## config.mk

```make
export PLATFORM = sky130hd
export DESIGN_NAME = uart_line_buffer
export DESIGN_NICKNAME = d
export VERILOG_FILES = /design/src/rtl/uart_line_buffer_pkg.sv /design/src/rtl/uart_line_ram.sv /design/src/rtl/uart_line_buffer.sv
export SDC_FILE = /design/constraint.sdc
export NUM_CORES = 1
export LEC_CHECK = 0
export BUFFER_PORTS_ARGS = -buffer_cell sky130_fd_sc_hd__buf_2
export CAP_MARGIN = 20
export CORE_MARGIN = 3
export CORE_UTILIZATION = 45
export CTS_CLUSTER_DIAMETER = 30
export DETAILED_ROUTE_END_ITERATION = 10
export SKIP_LAST_GASP = 1
export SLEW_MARGIN = 5
export SYNTH_ARGS = -nofsm -noshare
export SYNTH_HDL_FRONTEND = slang
export SYNTH_SLANG_ARGS = --single-unit
```

## constraint.sdc

```tcl
create_clock -name clk -period 4.2 [get_ports clk]
set_input_delay 0.63 -clock clk [delete_from_list [all_inputs] [get_ports clk]]
set_output_delay 0.63 -clock clk [all_outputs]
set_load 0.05 [all_outputs]
```

## src/rtl/uart_line_buffer_pkg.sv

```systemverilog
`default_nettype none
// ============================================================================
// Module      : uart_line_buffer_pkg
// Description : Shared UART constants: line terminator bytes, line-buffer
//               FSM encodings, default clock/baud settings.
// Revision    : 1.0 - initial release
// ============================================================================
package uart_line_buffer_pkg;

    // Byte width of every UART data path
    localparam int unsigned c_byte_w   = 8;

    // Line control characters
    localparam logic [7:0]  c_eol_byte = 8'h0A;
    localparam logic [7:0]  c_cr_byte  = 8'h0D;

    // Line buffer FSM encodings
    localparam logic [0:0]  c_st_fill  = 1'b0;
    localparam logic [0:0]  c_st_drain = 1'b1;

    // Default clock and baud used by the UART rx/tx blocks
    localparam int unsigned c_clk_hz   = 50_000_000;
    localparam int unsigned c_baud     = 115_200;

    // Rounded number of system clocks per UART bit
    function automatic int unsigned clks_per_bit(input int unsigned clk_hz,
                                                 input int unsigned baud);
        return (clk_hz + (baud / 2)) / baud;
    endfunction

endpackage
`default_nettype wire

```

## src/rtl/uart_line_ram.sv

```systemverilog
`default_nettype none
// ============================================================================
// Module      : uart_line_ram
// Description : DEPTH x 8 register array, synchronous write port and a
//               registered read port with write-to-read bypass.
// Revision    : 1.0 - initial release
// ============================================================================
module uart_line_ram
    import uart_line_buffer_pkg::*;
#(
    parameter int unsigned DEPTH = 64,
    parameter int unsigned AW    = $clog2(DEPTH)
) (
    input  logic                clk,
    input  logic                rst_n,
    input  logic                wr_en,
    input  logic [AW-1:0]       wr_addr,
    input  logic [c_byte_w-1:0] wr_data,
    input  logic [AW-1:0]       rd_addr,
    output logic [c_byte_w-1:0] rd_data
);

    logic [c_byte_w-1:0] mem_q [DEPTH];
    logic [c_byte_w-1:0] rd_data_q;
    logic [c_byte_w-1:0] rd_data_d;

    // Storage array; contents are never reset
    always_ff @(posedge clk) begin
        if (wr_en) begin
            mem_q[wr_addr] <= wr_data;
        end
    end

    // Read mux; a same-cycle write to the read address is forwarded so a
    // one-byte line can be played back the cycle after it is written
    always_comb begin
        rd_data_d = mem_q[rd_addr];
        if (wr_en && (wr_addr == rd_addr)) begin
            rd_data_d = wr_data;
        end
    end

    // Registered read data, cleared by reset so out_data starts at zero
    always_ff @(posedge clk or negedge rst_n) begin
        if (!rst_n) begin
            rd_data_q <= '0;
        end else begin
            rd_data_q <= rd_data_d;
        end
    end

    assign rd_data = rd_data_q;

endmodule
`default_nettype wire

```

## src/rtl/uart_line_buffer.sv

```systemverilog
`default_nettype none
// ============================================================================
// Module      : uart_line_buffer
// Description : Collects received UART bytes into a line (terminator, full
//               buffer or idle timeout) and replays the line on a
//               valid/ready stream towards the transmitter.
// Revision    : 1.0 - initial release
// ============================================================================
module uart_line_buffer
    import uart_line_buffer_pkg::*;
#(
    parameter int unsigned DEPTH      = 64,
    parameter logic [7:0]  EOL        = c_eol_byte,
    parameter int unsigned IDLE_FLUSH = 0,
    localparam int unsigned AW        = $clog2(DEPTH)
) (
    input  logic        clk,
    input  logic        rst_n,
    input  logic [7:0]  in_data,
    input  logic        in_valid,
    output logic        in_ready,
    output logic [7:0]  out_data,
    output logic        out_valid,
    input  logic        out_ready,
    output logic [AW:0] line_len,
    output logic        busy,
    output logic        drop_pulse
);

    localparam logic [AW:0] c_last_idx   = (AW+1)'(DEPTH - 1);
    localparam logic [AW:0] c_ptr_one    = (AW+1)'(1);
    localparam logic [31:0] c_idle_limit = 32'(IDLE_FLUSH);

    logic [0:0]  state_q,      state_d;
    logic [AW:0] wr_ptr_q,     wr_ptr_d;
    logic [AW:0] rd_ptr_q,     rd_ptr_d;
    logic [AW:0] line_len_q,   line_len_d;
    logic [31:0] idle_cnt_q,   idle_cnt_d;
    logic        drop_pulse_q, drop_pulse_d;

    logic        w_accept;
    logic        w_handshake;

    assign w_accept    = in_valid  && (state_q == c_st_fill);
    assign w_handshake = out_ready && (state_q == c_st_drain);

    // Next-state logic for the fill/drain line controller
    always_comb begin
        state_d      = state_q;
        wr_ptr_d     = wr_ptr_q;
        rd_ptr_d     = rd_ptr_q;
        line_len_d   = line_len_q;
        idle_cnt_d   = idle_cnt_q;
        drop_pulse_d = in_valid && (state_q != c_st_fill);

        case (state_q)
            c_st_fill: begin
                if (w_accept) begin
                    wr_ptr_d   = wr_ptr_q + c_ptr_one;
                    idle_cnt_d = '0;
                    if ((in_data == EOL) || (wr_ptr_q == c_last_idx)) begin
                        line_len_d = wr_ptr_q + c_ptr_one;
                        state_d    = c_st_drain;
                    end
                end else if (wr_ptr_q == '0) begin
                    idle_cnt_d = '0;
                end else if (c_idle_limit != 32'd0) begin
                    // Flush on the edge that completes the IDLE_FLUSH-th
                    // consecutive idle cycle; the counter parks at the limit
                    if ((idle_cnt_q + 32'd1) >= c_idle_limit) begin
                        idle_cnt_d = c_idle_limit;
                        line_len_d = wr_ptr_q;
                        state_d    = c_st_drain;
                    end else begin
                        idle_cnt_d = idle_cnt_q + 32'd1;
                    end
                end
            end
            default: begin
                if (w_handshake) begin
                    if (rd_ptr_q == (line_len_q - c_ptr_one)) begin
                        state_d    = c_st_fill;
                        wr_ptr_d   = '0;
                        rd_ptr_d   = '0;
                        line_len_d = '0;
                    end else begin
                        rd_ptr_d = rd_ptr_q + c_ptr_one;
                    end
                end
            end
        endcase
    end

    // Controller state registers
    always_ff @(posedge clk or negedge rst_n) begin
        if (!rst_n) begin
            state_q      <= c_st_fill;
            wr_ptr_q     <= '0;
            rd_ptr_q     <= '0;
            line_len_q   <= '0;
            idle_cnt_q   <= '0;
            drop_pulse_q <= 1'b0;
        end else begin
            state_q      <= state_d;
            wr_ptr_q     <= wr_ptr_d;
            rd_ptr_q     <= rd_ptr_d;
            line_len_q   <= line_len_d;
            idle_cnt_q   <= idle_cnt_d;
            drop_pulse_q <= drop_pulse_d;
        end
    end

    // Reading at the next read pointer keeps out_data one step ahead, so the
    // following byte is presented the cycle after each handshake
    uart_line_ram #(
        .DEPTH (DEPTH),
        .AW    (AW)
    ) u_ram (
        .clk     (clk),
        .rst_n   (rst_n),
        .wr_en   (w_accept),
        .wr_addr (wr_ptr_q[AW-1:0]),
        .wr_data (in_data),
        .rd_addr (rd_ptr_d[AW-1:0]),
        .rd_data (out_data)
    );

    assign in_ready   = (state_q == c_st_fill);
    assign busy       = (state_q == c_st_drain);
    assign out_valid  = (state_q == c_st_drain);
    assign line_len   = line_len_q;
    assign drop_pulse = drop_pulse_q;

endmodule
`default_nettype wire

```

==> results of run 1 <==
[worst max-delay path: stages (launching register included)]
cell and delay (ps):
sky130_fd_sc_hd__dfrtp_1 420, sky130_fd_sc_hd__inv_1 90, sky130_fd_sc_hd__ha_1 210, sky130_fd_sc_hd__or3b_1 390, sky130_fd_sc_hd__nor4_1 260, sky130_fd_sc_hd__o2111ai_2 240
sky130_fd_sc_hd__a2111oi_4 420, sky130_fd_sc_hd__buf_4 280, sky130_fd_sc_hd__nor3_1 170, sky130_fd_sc_hd__buf_4 260, sky130_fd_sc_hd__and3_1 160, sky130_fd_sc_hd__a31oi_1 300
sky130_fd_sc_hd__nand3b_1 130, sky130_fd_sc_hd__nor3_1 410, sky130_fd_sc_hd__a211oi_1 100
[area by class of cell]
cell class,instances,area share
Sequential cell,543,0.580
Inverter,23,0.00310
Tap cell,664,0.0298
Clock buffer,130,0.104
Clock inverter,80,0.0382
Multi-Input combinational cell,1005,0.207
Timing Repair Buffer,143,0.0385
[metrics by stage]
step	hold WS [ps]	util	total power, mW
2_1_floorplan	334	-	10.8
3_3_place_gp	518	0.487	13.9
3_5_place_dp	531	0.487	13.9
4_1_cts	52.8	0.567	23.1
5_1_grt	96.6	0.568	23.9
6_report	57.9	0.568	23.1
[flip-flops by register name, indices dropped and copies added, names as in the netlist]
name,count
drop_pulse,1
rd_ptr_q,7
line_len,7
u_ram.mem_q,512
busy,1
u_ram.rd_data,8
wr_ptr_q,7
[cells by family after synthesis]
kind of cell / count (synthesis)
compound gates: 365
xor+xnor: 23
fa+ha+maj: 3
buf+inv: 132
flops: 543
mux: 29
simple gates: 585
[cells in the mapped netlist (12+ instances only)]
cell and count:
sky130_fd_sc_hd__inv_1 23, sky130_fd_sc_hd__buf_2 15, sky130_fd_sc_hd__o21ai_0 53, sky130_fd_sc_hd__nand2_1 236, sky130_fd_sc_hd__o22ai_1 42, sky130_fd_sc_hd__nand3_1 67
sky130_fd_sc_hd__a21oi_1 43, sky130_fd_sc_hd__clkbuf_1 76, sky130_fd_sc_hd__nor3_1 23, sky130_fd_sc_hd__a31oi_1 64, sky130_fd_sc_hd__a211oi_1 20, sky130_fd_sc_hd__nor2_1 183
sky130_fd_sc_hd__o2111ai_1 12, sky130_fd_sc_hd__o221ai_1 30, sky130_fd_sc_hd__mux2i_1 22, sky130_fd_sc_hd__xor2_1 12, sky130_fd_sc_hd__dfrtp_1 31, sky130_fd_sc_hd__edfxtp_1 512
sky130_fd_sc_hd__a2bb2oi_1 13, sky130_fd_sc_hd__o22a_1 13
[routing by layer]
metal / vias up / track usage / share of wire
li1: 6766 / - / -
met1: 7809 / 0.386 / 0.42
met2: 788 / 0.403 / 0.45
met3: 126 / 0.0593 / 0.093
met4: 0 / 0.0986 / 0.031
met5: - / 0 / 0
[what timing repair did]
action                     in CTS  in global routing
gates resized for setup         0                  5
setup buffers                   0                  0
setup endpoints to repair       0                  4
[final timing paths]
path	to	slack (ps)	cells past startpoint
min in group clk	drop_pulse$_DFF_PN0_	270	2
min reg2reg	wr_ptr_q[6]$_DFFE_PN0P_	540	1
max reg2reg	u_ram.rd_data[0]$_DFF_PN0_	190	14
max	u_ram.rd_data[0]$_DFF_PN0_	190	14
min	line_len[0]$_DFFE_PN0P_	60	1
max in group asynchronous	rd_ptr_q[4]$_DFF_PN0_	3630	1
[power breakdown]
part,switching (mW),leakage [nW],internal [mW],total (mW)
Combinational,5.25,2.81,2.32,7.57
Sequential,0.303,4.99,6.12,6.43
Clock,2.87,1.92,6.27,9.15
==> flow_summary_export.csv, run 1 <==
group,metric,value,unit
setup_path,cp.required,4700,ps
power_and_ir_drop,power-per-cell-area,831,nW/um2
cts,clock_insertion_delay_worst_skew,650,ps
setup_path,start_kind,"register",
timing,tightest_slew,973,ps
timing,timing.final.max_slew_violations,0,
logic_synthesis,synth_xor_xnor_area_share,0.00900,
finish,final-instance-count-excl-fill,2588,
timing,finClkSkew,27.3,ps
logic_synthesis,async_reset_ff_frac,0.0571,
die,start_util,0.456,
routing,drt_first_iter_violations,1954,
place,placement.io_buffers,30,
global_route,grt_max_degree,66,
finish,finalInstanceArea,27900,um2
cts,post_cts_hold_fix_bufs,0,
cts,clock-root-buffer,"sky130_fd_sc_hd__clkbuf_16",
global_route,first_global_vias,15053,
die,cell_rows,81,
outcome,outcome,"completed",
logic_synthesis,ys.flop_type,"sky130_fd_sc_hd__edfxtp_1",
die,dieWidth,229,um
die,io-pin-count,31,
finish,multiInputGateArea,5750,um2
flow_run,drv.max_cap_violation_count,0,
place,hpwlAfterDp,45400,um
finish,layout.cells.most_common,"sky130_fd_sc_hd__edfxtp_1",
routing,wl_per_cell,27.3,um
power_and_ir_drop,worst_ir_drop_vdd,0.424,mV
timing,max_freq,250,MHz
timing,rsz0062_at_grt,"no",
logic_synthesis,synth_top_family_by_area,"compound AO/OA/AOI/OAI gates",
global_route,global_route_usage_over_all_layers,0.268,
routing,antenna_violating_nets_post_route,0,
logic_synthesis,avgSynthCellArea,13.3,um2
logic_synthesis,ys_types,78,
global_route,gr-total-overflow,0,
setup_path,crit-reg2reg-launch,"line_len[0]$_DFFE_PN0P_",
die,die_y,229,um
timing,final.setup.tns,0,ps
logic_synthesis,synth_edf_count,512,
logic_synthesis,yosysTopAreaCellShare,0.687,
finish,layout.nets,1843,
cts,clkTransAtPathRegs,40,ps
finish,area.growth.synth_to_final,24.4,%
finish,filler_cell_count,3985,
logic_synthesis,yosysWarnings,0,
finish,mostFrequentLayoutCells,"512 x sky130_fd_sc_hd__edfxtp_1, 234 x sky130_fd_sc_hd__nand2_1, 183 x sky130_fd_sc_hd__nor2_1",
logic_synthesis,synth-seq-cells,543,
logic_synthesis,synth-simple-area-share,0.114,
setup_path,crit_type,"reg -> reg",
cts,cts_sinks,543,
logic_synthesis,mux_contribution_to_synthesized_area,0.0139,
power_and_ir_drop,power.static_leakage,9.71,nW
place,place.detailed.instances,2378,
cts,cts_htree_levels,3,
timing,period_minus_slack,4010,ps
setup_path,data_arrival_critical_path,4510,ps
finish,post_route_cells_drive_above_1_share,0.188,
finish,storage_cell_area,16200,um2
place,dpl_worst_slack,132,ps
routing,first_pass_iters,6,
timing,fin_ws,194,ps
routing,routed-via-count,15489,
logic_synthesis,synth_area_leader_cell,"sky130_fd_sc_hd__edfxtp_1",
hold_path,min-delay-path-class,"in -> async",
place,gp_congestion,0.930,
setup_path,critical_path.max_fanout,11,
logic_synthesis,synth_area,22400,um2
finish,antennaDiodeCount,0,
logic_synthesis,netlist_top_cells_area,"sky130_fd_sc_hd__edfxtp_1 69%, sky130_fd_sc_hd__nand2_1 4.0%, sky130_fd_sc_hd__dfrtp_1 3.5%, sky130_fd_sc_hd__nor2_1 3.1%, sky130_fd_sc_hd__a31oi_1 1.8%",
routing,route.final.wire_length,70600,um
logic_synthesis,syn_inst,1680,
global_route,grt_first_pass_wirelength,103000,um
global_route,antenna_found_initial,2,
logic_synthesis,synth.net_count,1695,
timing,slew-limit-headroom,0.351,
setup_path,end_kind,"register",
logic_synthesis,adder_and_majority_cell_fraction_of_the_synthesized_area,0.00168,
timing,finalCritPeriodShare,0.954,
die,core-area,49100,um2
timing,report.final.hold_viol_count,0,
cts,numCtsBuffers,112,
place,placed_area,23900,um2
cts,cts_tree,"done",
setup_path,worst_setup_path_startpoint,"line_len[0]$_DFFE_PN0P_",
cts,clk_path_buf_depth,3,
logic_synthesis,synth-compound-area-share,0.115,
logic_synthesis,ys_seq_area_frac,0.721,
die,die_area,52500,um2
routing,drcViolationCount,0,
timing,report.final.setup_viol,0,
routing,route.detailed.vias_per_inst,5.98,
(Power assumes the default switching activity.)
==> run 2, diff against run 1 <==
CORE_ASPECT_RATIO = 1.1   (was default)
==> run 2 against run 1 <==
- non-clock buffer count is 9 lower
- cell area down 2.2%
- critical path type unchanged
- cell count decreased by 1.7%
- maximum frequency is 2.4% lower
- routed wire length rose by 0.22%
- highest routed layer unchanged
- utilization is 1.2 points lower
- die area barely moved
- global-route usage rose by 0.29 points
- clock power fell by 11%
==> flow_summary_export.csv, run 2 (synthesized netlist as in run 1, its figures left out) <==
group,metric,value,unit
die,die_area,52500,um2
power_and_ir_drop,power-per-cell-area,811,nW/um2
cts,clock-root-buffer,"sky130_fd_sc_hd__clkbuf_16",
cts,clock_insertion_delay_worst_skew,640,ps
place,hpwlAfterDp,45100,um
setup_path,crit-reg2reg-launch,"line_len[0]$_DFFE_PN0P_",
timing,report.final.setup_viol,0,
timing,finClkSkew,21.0,ps
routing,routed-via-count,15343,
routing,route.detailed.vias_per_inst,6.03,
finish,mostFrequentLayoutCells,"512 x sky130_fd_sc_hd__edfxtp_1, 234 x sky130_fd_sc_hd__nand2_1, 183 x sky130_fd_sc_hd__nor2_1",
setup_path,start_kind,"register",
global_route,global_route_usage_over_all_layers,0.271,
flow_run,drv.max_cap_violation_count,0,
cts,cts_sinks,543,
setup_path,worst_r2r_path_depth,14,
outcome,outcome,"completed",
setup_path,crit_type,"reg -> reg",
timing,final.setup.tns,0,ps
setup_path,cp.depth,14,
global_route,first_global_vias,14915,
cts,numCtsBuffers,100,
place,placed_area,23800,um2
finish,area.growth.synth_to_final,21.7,%
cts,post_cts_hold_fix_bufs,0,
place,gp_congestion,0.940,
timing,max_freq,244,MHz
routing,antenna_violating_nets_post_route,0,
routing,drt_first_iter_violations,2010,
setup_path,data_arrival_critical_path,4680,ps
cts,cts_htree_levels,3,
power_and_ir_drop,power.static_leakage,9.41,nW
setup_path,r2r-end,"u_ram.rd_data[6]$_DFF_PN0_",
global_route,grt_max_degree,66,
setup_path,cpPeakStageDelay,510,ps
timing,tightest_slew,1030,ps
timing,finalCritPeriodShare,0.977,
global_route,gr-total-overflow,0,
place,place.detailed.instances,2355,
finish,flip_flop_count_of_the_largest_register_after_layout,512,
setup_path,crit_path_frequent_cell,"sky130_fd_sc_hd__buf_4",
setup_path,cpLargestDelayFamily,"compound AO/OA/AOI/OAI gates",
place,dpl_worst_slack,206,ps
setup_path,end_kind,"register",
finish,layout.nets,1822,
hold_path,min-delay-path-class,"in -> async",
timing,fin_ws,96.1,ps
die,cell_rows,85,
die,die_y,240,um
setup_path,critical_path.slowest_cell,"sky130_fd_sc_hd__buf_4",
cts,cts_tree,"done",
routing,wl_per_cell,27.8,um
finish,layout.cells.most_common,"sky130_fd_sc_hd__edfxtp_1",
finish,filler_cell_count,3954,
place,placement.io_buffers,30,
setup_path,critical_path.max_fanout,41,
setup_path,cp.required,4770,ps
routing,first_pass_iters,5,
finish,final-instance-count-excl-fill,2544,
die,io-pin-count,31,
die,start_util,0.457,
setup_path,worst_path_cell_chain,"inv_1, ha_1, or3b_1, o31a_1, o2111ai_2, a2111oi_4, buf_4, nor2_4, buf_4, o21ai_0, a221oi_1, a21oi_1, o211ai_1, o21a_1",
finish,finalInstanceArea,27200,um2
global_route,antenna_found_initial,0,
timing,report.final.hold_viol_count,0,
cts,clkTransAtPathRegs,50,ps
die,core-area,49000,um2
setup_path,r2r_slack,100,ps
cts,clk_path_buf_depth,3,
die,dieWidth,219,um
finish,post_route_cells_drive_above_1_share,0.173,
timing,whs,87.9,ps
timing,period_minus_slack,4100,ps
setup_path,number_of_buffers_and_inverters_on_the_critical_path,3,
power_and_ir_drop,fin_total_pwr,22.1,mW
finish,register_with_the_most_flip_flops,"u_ram.mem_q",
timing,timing.final.max_slew_violations,0,
timing,slew-limit-headroom,0.313,
finish,finalCoreUtilization,0.556,
routing,route.final.wire_length,70700,um
finish,antennaDiodeCount,0,
power_and_ir_drop,worst_ir_drop_vdd,0.832,mV
routing,drcViolationCount,0,
global_route,grt_first_pass_wirelength,103000,um
-- run 2: cell types whose count changed in the layout (fill, tap and decap cells not counted), sizes merged --
cell      change
bufinv        -6
inv           +4
clkinv       -10
buf           -9
clkinvlp      +3
clkbuf       -14
-- run 2: area by class of cell --
cell class | count | area [um2] | share of cell area
clock inverters | 71 | 856 | 0.0314
inverters | 23 | 86.3 | 0.00317
clock buffers | 116 | 2590 | 0.0952
multi-input cells | 1005 | 5740 | 0.211
well taps | 652 | 816 | 0.0299
flip-flops and latches | 543 | 16200 | 0.593
repair buffers | 134 | 1010 | 0.0369
-- run 2: layer usage --
layer | vias up | part of all wire | GRT usage
li1 | 6706 | - | -
met1 | 7645 | 0.40 | 0.362
met2 | 812 | 0.46 | 0.420
met3 | 180 | 0.091 | 0.0604
met4 | 0 | 0.051 | 0.140
met5 | - | 0 | 0
-- run 2: where the power goes --
| part | internal (mW) | switching (mW) |
|---|---|---|
| sequential | 6.12 | 0.329 |
| combinational | 2.24 | 5.24 |
| clock | 5.41 | 2.74 |
| total | 13.8 | 8.31 |
-- run 2: what timing repair did --
item / 4_1_cts / 5_1_grt
setup buffers: 0 / 2
setup endpoints to repair: 0 / 3
gates resized for setup: 0 / 1
-- run 2: worst max-delay path by stage --
stage                                 start                         end  slack (ps)
floorplan           line_len[0]$_DFFE_PN0P_  u_ram.rd_data[2]$_DFF_PN0_         840
CTS                 line_len[0]$_DFFE_PN0P_  u_ram.rd_data[2]$_DFF_PN0_         180
finish              line_len[0]$_DFFE_PN0P_  u_ram.rd_data[6]$_DFF_PN0_         100
detailed placement  line_len[0]$_DFFE_PN0P_  u_ram.rd_data[2]$_DFF_PN0_         210
global placement    line_len[0]$_DFFE_PN0P_  u_ram.rd_data[2]$_DFF_PN0_         300
global route        line_len[0]$_DFFE_PN0P_  u_ram.rd_data[7]$_DFF_PN0_         -10
